## config.mk

```make
export PLATFORM = sky130hd
export DESIGN_NAME = sram_burst_reader
export DESIGN_NICKNAME = d
export VERILOG_FILES = /design/src/rtl/sram_burst_reader.sv
export SDC_FILE = /design/constraint.sdc
export NUM_CORES = 1
export LEC_CHECK = 0
export BUFFER_PORTS_ARGS = -buffer_cell sky130_fd_sc_hd__buf_2
export CAP_MARGIN = 10
export CORE_ASPECT_RATIO = 0.9
export CORE_MARGIN = 4
export CORE_UTILIZATION = 41
export CTS_CLUSTER_DIAMETER = 50
export CTS_CLUSTER_SIZE = 8
export DETAILED_ROUTE_END_ITERATION = 10
export PLACE_DENSITY = 0.77
export SETUP_SLACK_MARGIN = 0.3
export SLEW_MARGIN = 10
export SYNTH_ARGS = -nofsm -noshare
export SYNTH_HDL_FRONTEND = slang
export SYNTH_SLANG_ARGS = --single-unit
```

## constraint.sdc

```tcl
create_clock -name clock -period 1.7 [get_ports clock]
set_clock_uncertainty 0.1 [all_clocks]
set_input_delay 0.425 -clock clock [delete_from_list [all_inputs] [get_ports clock]]
set_output_delay 0.425 -clock clock [all_outputs]
set_load 0.02 [all_outputs]
```

## src/rtl/sram_burst_reader.sv

```systemverilog
// Burst read engine for an asynchronous-read register file: walks the read address and emits a valid/ready word stream.
// Optional XOR checksum of each burst is built only when SRAM_BURST_READER_CHECKSUM_EN is defined.
module sram_burst_reader #(
  parameter int DATA_WIDTH = 32,
  parameter int ADDR_WIDTH = 5
) (
  input  logic                  clock,
  input  logic                  reset,
  input  logic                  start,
  input  logic [ADDR_WIDTH-1:0] startAddress,
  input  logic [ADDR_WIDTH:0]   burstLength,
  output logic [ADDR_WIDTH-1:0] readAddress,
  input  logic [DATA_WIDTH-1:0] readData,
  output logic [DATA_WIDTH-1:0] streamData,
  output logic                  streamValid,
  input  logic                  streamReady,
  output logic                  streamLast,
  output logic                  busy,
  output logic                  done,
  output logic [DATA_WIDTH-1:0] checksum
);

  // state  | meaning
  // S_IDLE | waiting for start; done pulses here
  // S_READ | capturing words from memory while the output slot can take one
  // S_DRAIN| last word captured, waiting for its transfer
  typedef enum logic [1:0] {S_IDLE, S_READ, S_DRAIN} state_e;

  localparam logic [ADDR_WIDTH:0] DEPTH = {1'b1, {ADDR_WIDTH{1'b0}}};
  localparam logic [ADDR_WIDTH:0] ONE   = {{ADDR_WIDTH{1'b0}}, 1'b1};

  state_e                state_q, state_d;
  logic [ADDR_WIDTH-1:0] addr_q, addr_d;
  logic [DATA_WIDTH-1:0] data_q, data_d;
  logic                  valid_q, valid_d;
  logic                  last_q, last_d;
  logic                  done_q, done_d;
  logic [ADDR_WIDTH:0]   rem_q, rem_d;
  logic [ADDR_WIDTH:0]   len_eff;
  logic                  load;
  logic                  xfer;

  // Out-of-range lengths saturate to a full sweep of the memory.
  assign len_eff = (burstLength > DEPTH) ? DEPTH : burstLength;
  assign load    = !valid_q || streamReady;
  assign xfer    = valid_q && streamReady;

  always_ff @(posedge clock or posedge reset) begin
    if (reset) begin
      state_q <= S_IDLE;
      addr_q  <= '0;
      data_q  <= '0;
      valid_q <= 1'b0;
      last_q  <= 1'b0;
      done_q  <= 1'b0;
      rem_q   <= '0;
    end else begin
      state_q <= state_d;
      addr_q  <= addr_d;
      data_q  <= data_d;
      valid_q <= valid_d;
      last_q  <= last_d;
      done_q  <= done_d;
      rem_q   <= rem_d;
    end
  end

  always_comb begin
    state_d = state_q;
    case (state_q)
      S_IDLE:  if (start && (len_eff != '0)) state_d = S_READ;
      S_READ:  if (load && (rem_q == ONE)) state_d = S_DRAIN;
      S_DRAIN: if (xfer) state_d = S_IDLE;
      default: state_d = S_IDLE;
    endcase
  end

  always_comb begin
    addr_d  = addr_q;
    data_d  = data_q;
    valid_d = valid_q;
    last_d  = last_q;
    rem_d   = rem_q;
    done_d  = 1'b0;
    case (state_q)
      S_IDLE: begin
        if (start) begin
          if (len_eff != '0) begin
            addr_d = startAddress;
            rem_d  = len_eff;
          end else begin
            done_d = 1'b1;
          end
        end
      end
      S_READ: begin
        if (load) begin
          data_d  = readData;
          valid_d = 1'b1;
          last_d  = (rem_q == ONE);
          addr_d  = addr_q + ADDR_WIDTH'(1);
          rem_d   = rem_q - ONE;
        end
      end
      S_DRAIN: begin
        if (xfer) begin
          valid_d = 1'b0;
          last_d  = 1'b0;
          done_d  = 1'b1;
        end
      end
      default: ;
    endcase
  end

  assign readAddress = addr_q;
  assign streamData  = data_q;
  assign streamValid = valid_q;
  assign streamLast  = last_q;
  assign done        = done_q;
  assign busy        = (state_q != S_IDLE);

`ifdef SRAM_BURST_READER_CHECKSUM_EN
  logic [DATA_WIDTH-1:0] chk_q, chk_d;

  always_comb begin
    chk_d = chk_q;
    if ((state_q == S_IDLE) && start) chk_d = '0;
    else if (xfer) chk_d = chk_q ^ data_q;
  end

  always_ff @(posedge clock or posedge reset) begin
    if (reset) chk_q <= '0;
    else       chk_q <= chk_d;
  end

  assign checksum = chk_q;
`else
  assign checksum = '0;
`endif

endmodule
```

**Word-level counts from Yosys, hierarchy flattened**

Index checks and enable logic that the tools add are counted.
Widths: inputs -> output; s select.

- Register bits after elaboration: 48
- Bits in latches: 0
- Memory bits (writable): 0
- ROM bits: 0
- Input port bits: 47
- Output and inout port bits: 73
- Word-level logic and storage cells: 55
- Memories: 0

- Add/subtract/negate cells: 2
- Multipliers: 0
- Div/mod/pow operators: 0
- Magnitude comparators: 1
- Eq/ne operators: 9
- Shift-type cells: 0
- Multiplexer cells: 22
- Bitwise gates (word level): 0
- Reductions and logical operators: 14

Operators with widths:

| operator | count |
|---|---|
| $mux 6 | 4 |
| $mux 5 | 3 |
| $ne 2x2->1 const B | 6 |
| $pmux 6 s2 | 1 |
| $pmux 5 s2 | 1 |
| $eq 6x1->1 const B | 1 |
| $gt 6x6->1 const B | 1 |
| $mux 1 | 6 |
| $mux 2 | 3 |
| $pmux 1 s2 | 3 |
| $pmux 2 s3 | 1 |
| $reduce_and 3->1 | 2 |
| $reduce_bool 2->1 | 3 |
| $reduce_bool 6->1 | 1 |
| $sub 6x1->6 const B | 1 |
| $add 5x1->5 const B | 1 |
| $reduce_and 4->1 | 1 |
| $logic_and 1x1->1 | 3 |
| $eq 2x1->1 const B | 1 |
| $eq 2x2->1 const B | 1 |
| $logic_not 2->1 | 1 |
| $reduce_and 2->1 | 1 |
| $logic_not 1->1 | 1 |
| $logic_or 1x1->1 | 1 |

**Depth between registers and ports, before layout**

Gate-level depths: netlist of run 1.

- Word-level depth: 6
- Gate-level depth with buffers: 7
- Gate-level depth less buffers: 6

**Worst setup path after synthesis of run 1**

No wires, ideal clock.

- Path kind: input port to flip-flop
- Start: input burstLength[0]
- End: register done_q, in the netlist done
- Setup time: 0.078 ns
- Arrival time: 1.786 ns
- Data required time: 1.522 ns
- Path slack: -0.264 ns
- Stages: 4
- Buffers on the path: 0
- Path through: or4_4 -> or3_1 -> or3b_1 -> a21oi_1

- Longest elaborated chain between the ends: 6

RTL lines:

| element | RTL line | text |
|---|---|---|
| from (decl) | 11 | `input logic [ADDR_WIDTH:0] burstLength,` |
| $gt 6x6->1 | 44 | `assign len_eff = (burstLength > DEPTH) ? DEPTH : burstLength;` |
| $mux 6 (*) | 44 |  |
| $reduce_bool 6->1 (*) | 88 | `if (len_eff != '0) begin` |
| $mux 1 (*) | 88 |  |
| $mux 1 (*) | 87 | `if (start) begin` |
| $pmux 1 s2 (*) | 85 | `case (state_q)` |
| via done_d | 37 | `logic done_q, done_d;` |
| to (signal assigned) | 63 | `done_q <= done_d;` |
| to (decl) | 37 |  |

The timed path passes the listed nets; every way through them passes the cells marked *.
A chain may end at the register's enable or synchronous reset.

**Worst setup path after layout of run 1**

- Start: input burstLength[0]
- End: register rem_q[5]

- Longest elaborated chain between the ends: 5

RTL lines:

| element | RTL line | text |
|---|---|---|
| $gt 6x6->1 | 44 |  |
| $mux 6 (*) | 44 |  |
| $reduce_bool 6->1 or $mux 6 (tied branches) | 88 |  |
| $ne 2x2->1 (no line) or $mux 6 (tied branches) | n/a |  |
| $reduce_and 4->1 (no line) or $pmux 6 s2 (tied branches) | n/a |  |
| to (signal assigned) | 64 | `rem_q <= rem_d;` |
| to (decl) | 38 | `logic [ADDR_WIDTH:0] rem_q, rem_d;` |

Every way passes the cells marked *; elsewhere a longest branch is shown, timed or not. The select of a mux whose other input is x is not followed.

==> results of run 1 <==
-- stage by stage --
stage	hold WS (ns)	setup WS (ns)
2_1_floorplan	0.355	-0.264
4_1_cts	0.0587	-0.0727
6_report	0.0430	-0.102
5_1_grt	0.0685	-0.137
3_3_place_gp	0.354	-0.396
3_5_place_dp	0.361	-0.428
-- flip-flops by register name (all words and copies together) (netlist names) --
name,flops
rem_q,6
state_q,2
streamData,32
done,1
readAddress,5
streamValid,1
streamLast,1
-- what timing repair did --
action / CTS / global route
resized for setup: 64 / 133
setup endpoints to repair: 55 / 64
setup buffers: 16 / 17
cloned: 5 / 2
pin swaps: 47 / 67
-- synth_stat cells, types with 2 or more instances --
cell,count,area (um2)
or3_1,2,12.5
a21oi_1,14,70.1
nor4_1,2,12.5
o21ai_0,10,50.1
nor3b_1,4,30.0
nor2_1,6,22.5
o22ai_1,3,18.8
clkbuf_1,9,33.8
ha_1,3,37.5
nand2_1,102,383
a31oi_1,3,18.8
buf_2,2,10.0
nor2b_1,3,18.8
buf_4,32,240
dfrtp_1,48,1200
nand3_1,4,20.0
nor3_1,6,30.0
inv_1,6,22.5
-- final cells by class --
class / instances / area [um2] / share of cell area
tap: 70 / 87.6 / 0.0214
timing repair buffer: 143 / 1270 / 0.312
sequential: 48 / 1200 / 0.295
multi-input combinational: 210 / 1390 / 0.340
clock buffer: 6 / 82.6 / 0.0202
inverter: 7 / 32.5 / 0.00796
clock inverter: 2 / 15.0 / 0.00368
-- metal layers --
metal,global-route usage,up-vias
met5,0,-
met4,0.0378,0
met3,0.0328,10
met2,0.316,108
met1,0.237,1154
li1,-,1126
-- how the worst min path moves through the flow --
stage                   start        endpoint  slack, ns  depth (start not counted)
2_1_floorplan           reset            done       0.35                          1
5_1_grt                 reset  readAddress[2]       0.07                          2
4_1_cts                 reset  readAddress[2]       0.06                          2
6_report                reset  readAddress[2]       0.04                          2
3_3_place_gp   streamData[15]  streamData[15]       0.35                          2
3_5_place_dp    streamData[7]   streamData[7]       0.36                          2
-- power breakdown --
group	internal [mW]	switching, mW	leakage (nW)	total, mW
Clock	0.330	0.392	0.0434	0.722
Combinational	1.82	1.84	1.47	3.67
Sequential	1.54	0.377	0.580	1.92
-- critical path: stages --
cell and delay, ns:
buf_6 0.09, or4_4 0.53, buf_6 0.14, o311a_4 0.37, a311oi_2 0.27, a21oi_1 0.07
-- cell families after synthesis --
family | after synthesis | synth area share
flops | 48 | 0.499
simple gates | 134 | 0.238
buf+inv | 51 | 0.131
compound gates | 40 | 0.111
fa+ha+maj | 3 | 0.0156
other cells | 1 | 0.00156
mux | 1 | 0.00416
==> impl_metrics.toml, run 1 <==
[synth]
synth_edf_count = 0
ys_ff_latch = 48
ys_warn_count = 0
ys.flop_type = "dfrtp_1"
synth.distinct_cells = 37
synth_area_per_cell_um2 = 8.66
syn_area_mm2 = 0.00241
ys_seq_area_frac = 0.499
synthArstFlopShare = 1.00
synthCells = 278

[timing]
setup_violations = 11
tightest_slew_ns = 0.505
relSlewSlack = 0.662
fin_ws_ns = -0.102
hold_violations = 0
clock.fmax_ghz = 0.555
rsz0062_at_grt = "yes"
drv_slew = 0
tns_ns = -0.484
fin_crit_sh = 1.06
fin_crit_ns = 1.80

[cells_and_area]
fillers = 409
fin_util = 0.718
fin_area_mm2 = 0.00409
diodes = 0
layout.nets = 465
final_cell_mix = "buf_2 (55), nand2_2 (49), dfrtp_1 (45)"
stdcell_count = 486
layout_commonest_cell = "buf_2"
syn_to_final_growth_pct = 69.7
drive_gt1_frac = 0.594

[setup_path]
r2r_setup_slack_ns = 0.05
r2r_cells = 7
setup.worst_path.start = "burstLength[0]"
cp_max_fo = 8
worst_ep_arrival_time_ns = 1.89
startpoint_type = "input pin"
r2r-start = "state_q[0]"
cp.required_ns = 1.79
cp-end-kind = "register"
crit_end = "rem_q[5]"
r2r-end = "readAddress[4]"
crit_type = "input pin to register"

[route]
drc = 0
wl_per_cell_um = 15.7
num_vias = 2398
ant_nets = 0
routed_wirelength_um = 7640
dr_wl_met3_um = 524
dr_wl_met2_um = 4120
routed_via_density = 4.93
drtIter0Drc = 74
wl_met1_um = 2910
first_pass_iters = 4
highest_layer = "met4"

[power]
peakVddDrop_mv = 0.959
power_mw = 6.31
pwr_density_cell_mw_per_mm2 = 1540
p_leak_nw = 2.10

[clock_tree]
cts_max_path_buffers = 2
postCtsHoldBufs = 0
cts_tree = "built"
clock_latency_ns = 0.29
numClockSinks = 48
path_clk_slew_ns = 0.09
cts_root_buf = "clkbuf_8"
htreeDepth = 2
numCtsBuffers = 5

[die]
coreArea_mm2 = 0.00569
io_pins = 120
start_util = 0.423
fp.dieH_um = 80.7
die_x_um = 88.8
rows = 26
die_area_mm2 = 0.00716

[placement]
io_buffers = 87
post_dp_cell_area_mm2 = 0.00294
globalplace.congestion = 0.833
dpl.cell_count = 438
hpwl_um = 4360

[run_status]
violations = "negative setup slack"
outcome = "finished with violations"

[global_routing]
grt_pass1_vias = 2142
antenna_found_initial = 0
grt-ovfl-total = 0
gr-usage-all-layers = 0.183
grt_max_degree = 29
grt_pass1_wl_um = 10200

[worst_hold_path]
hold_path.class = "input pin to asynchronous set/reset pin"

[run]
max_cap_violations = 0
No activity file was read; power rests on OpenSTA's default activity.
==> run 2: changes to the inputs <==
--- a/config.mk
+++ b/config.mk
@@ -19,3 +19,4 @@
 export SYNTH_ARGS = -nofsm -noshare
 export SYNTH_HDL_FRONTEND = slang
 export SYNTH_SLANG_ARGS = --single-unit
+export TNS_END_PERCENT = 20
==> impl_metrics.toml, run 2 (synthesized netlist as in run 1, its figures left out) <==
[run_status]
outcome = "finished with violations"
violations = "negative setup slack"

[timing]
fin_crit_ns = 1.79
drv_slew = 0
fin_crit_sh = 1.05
setup_violations = 7
rsz0062_at_grt = "yes"
hold_violations = 0
clock.fmax_ghz = 0.559
fin_ws_ns = -0.0878

[cells_and_area]
stdcell_count = 461
fin_util = 0.655
diodes = 0
layout.nets = 440
layout_commonest_cell = "nand2_1"
final_cell_mix = "nand2_1 (55), buf_6 (47), buf_2 (47)"
largest_register_ffs = 32
drive_gt1_frac = 0.501
syn_to_final_growth_pct = 55.0

[die]
die_x_um = 88.8
io_pins = 120
coreArea_mm2 = 0.00569
die_area_mm2 = 0.00716
rows = 26
start_util = 0.423
fp.dieH_um = 80.7

[clock_tree]
cts_tree = "built"
numCtsBuffers = 5
path_clk_slew_ns = 0.09
cts_max_path_buffers = 2
htreeDepth = 2
clock_latency_ns = 0.30
cts_root_buf = "clkbuf_8"
postCtsHoldBufs = 0
numClockSinks = 48

[setup_path]
setup.worst_path.start = "burstLength[3]"
cp-end-kind = "register"
startpoint_type = "input pin"
crit_type = "input pin to register"
cp.required_ns = 1.83
cp_max_fo = 3
worst_ep_arrival_time_ns = 1.91
r2r-start = "state_q[1]"

[global_routing]
grt_pass1_vias = 2047
gr-usage-all-layers = 0.173
grt-ovfl-total = 0
antenna_found_initial = 0
grt_max_degree = 29
grt_pass1_wl_um = 9630

[route]
routed_via_density = 4.93
num_vias = 2271
drtIter0Drc = 169
first_pass_iters = 4
routed_wirelength_um = 6570
ant_nets = 0
drc = 0
wl_per_cell_um = 14.2

[placement]
hpwl_um = 4280
globalplace.congestion = 0.798
io_buffers = 87
dpl.cell_count = 441

[power]
p_leak_nw = 1.91
peakVddDrop_mv = 0.790
pwr_density_cell_mw_per_mm2 = 1550

[run]
max_cap_violations = 0

[worst_hold_path]
hold_path.class = "input pin to asynchronous set/reset pin"
==> run 2: changes by cell type in the layout (fill, tap and decap cells not counted), sizes merged <==
cell	change
clkbuf	-3
clkinv	+3
clkinvlp	-1
buf	-23
inv	-1
==> run 2: area by class of cell <==
type	count	area, um2
Multi-Input combinational cell	210	1290
Tap cell	70	87.6
Timing Repair Buffer	118	1020
Fill cell	457	1960
Clock inverter	3	18.8
Sequential cell	48	1200
Clock buffer	5	68.8
Inverter	7	36.3
==> run 2: metrics by stage <==
stage | power, mW | hold WS (ns) | TNS [ns] | area, um2 | setup slack, ns
after global placement | 3.94 | 0.353 | -7.26 | 2940 | -0.401
after global routing | 6.17 | 0.0735 | -0.458 | 3730 | -0.0953
final | 5.79 | 0.0667 | -0.283 | 3730 | -0.0878
after detailed placement | 4.00 | 0.360 | -6.67 | 2940 | -0.437
after CTS | 5.11 | 0.0623 | -0.209 | 3320 | -0.0637
after floorplan | 3.24 | 0.355 | -1.72 | 2530 | -0.264
==> run 2: worst max-delay path: stages <==
cell,delay [ns]
buf_6,0.09
or4_4,0.55
or3_4,0.35
or3b_1,0.36
a21oi_2,0.13
==> run 2: report_power, final <==
group	switching, mW	internal (mW)	total (mW)	leakage, nW
sequential	0.435	1.54	1.98	0.580
clock	0.383	0.287	0.671	0.0479
combinational	1.60	1.54	3.14	1.28
total	2.42	3.37	5.79	1.91
==> run 2: final timing paths <==
path | endpoint | slack [ns] | cells past startpoint
max in group asynchronous | state_q[1] | 1.09 | 3
min in group clock | streamData[15] | 0.21 | 3
worst max-delay path | done | -0.09 | 5
worst min-delay path | streamData[20] | 0.07 | 3
worst min register to register | streamData[23] | 0.39 | 2
worst max register to register | rem_q[0] | 0.08 | 7
==> run 2: routing by layer <==
layer  vias up  global-route usage  wire, um  part of all wire
li1       1078                   -         -                 -
met1      1088               0.220      2510              0.38
met2        94               0.297      3500              0.53
met3        11              0.0359       472             0.072
met4         0              0.0453        92             0.014
met5         -                   0         0                 0
==> run 2: timing repair <==
item,in CTS,in global routing
resized for setup,64,113
endpoints found under the setup margin,54,85
buffers inserted,8,3
gates cloned,1,0
pin swaps,55,40
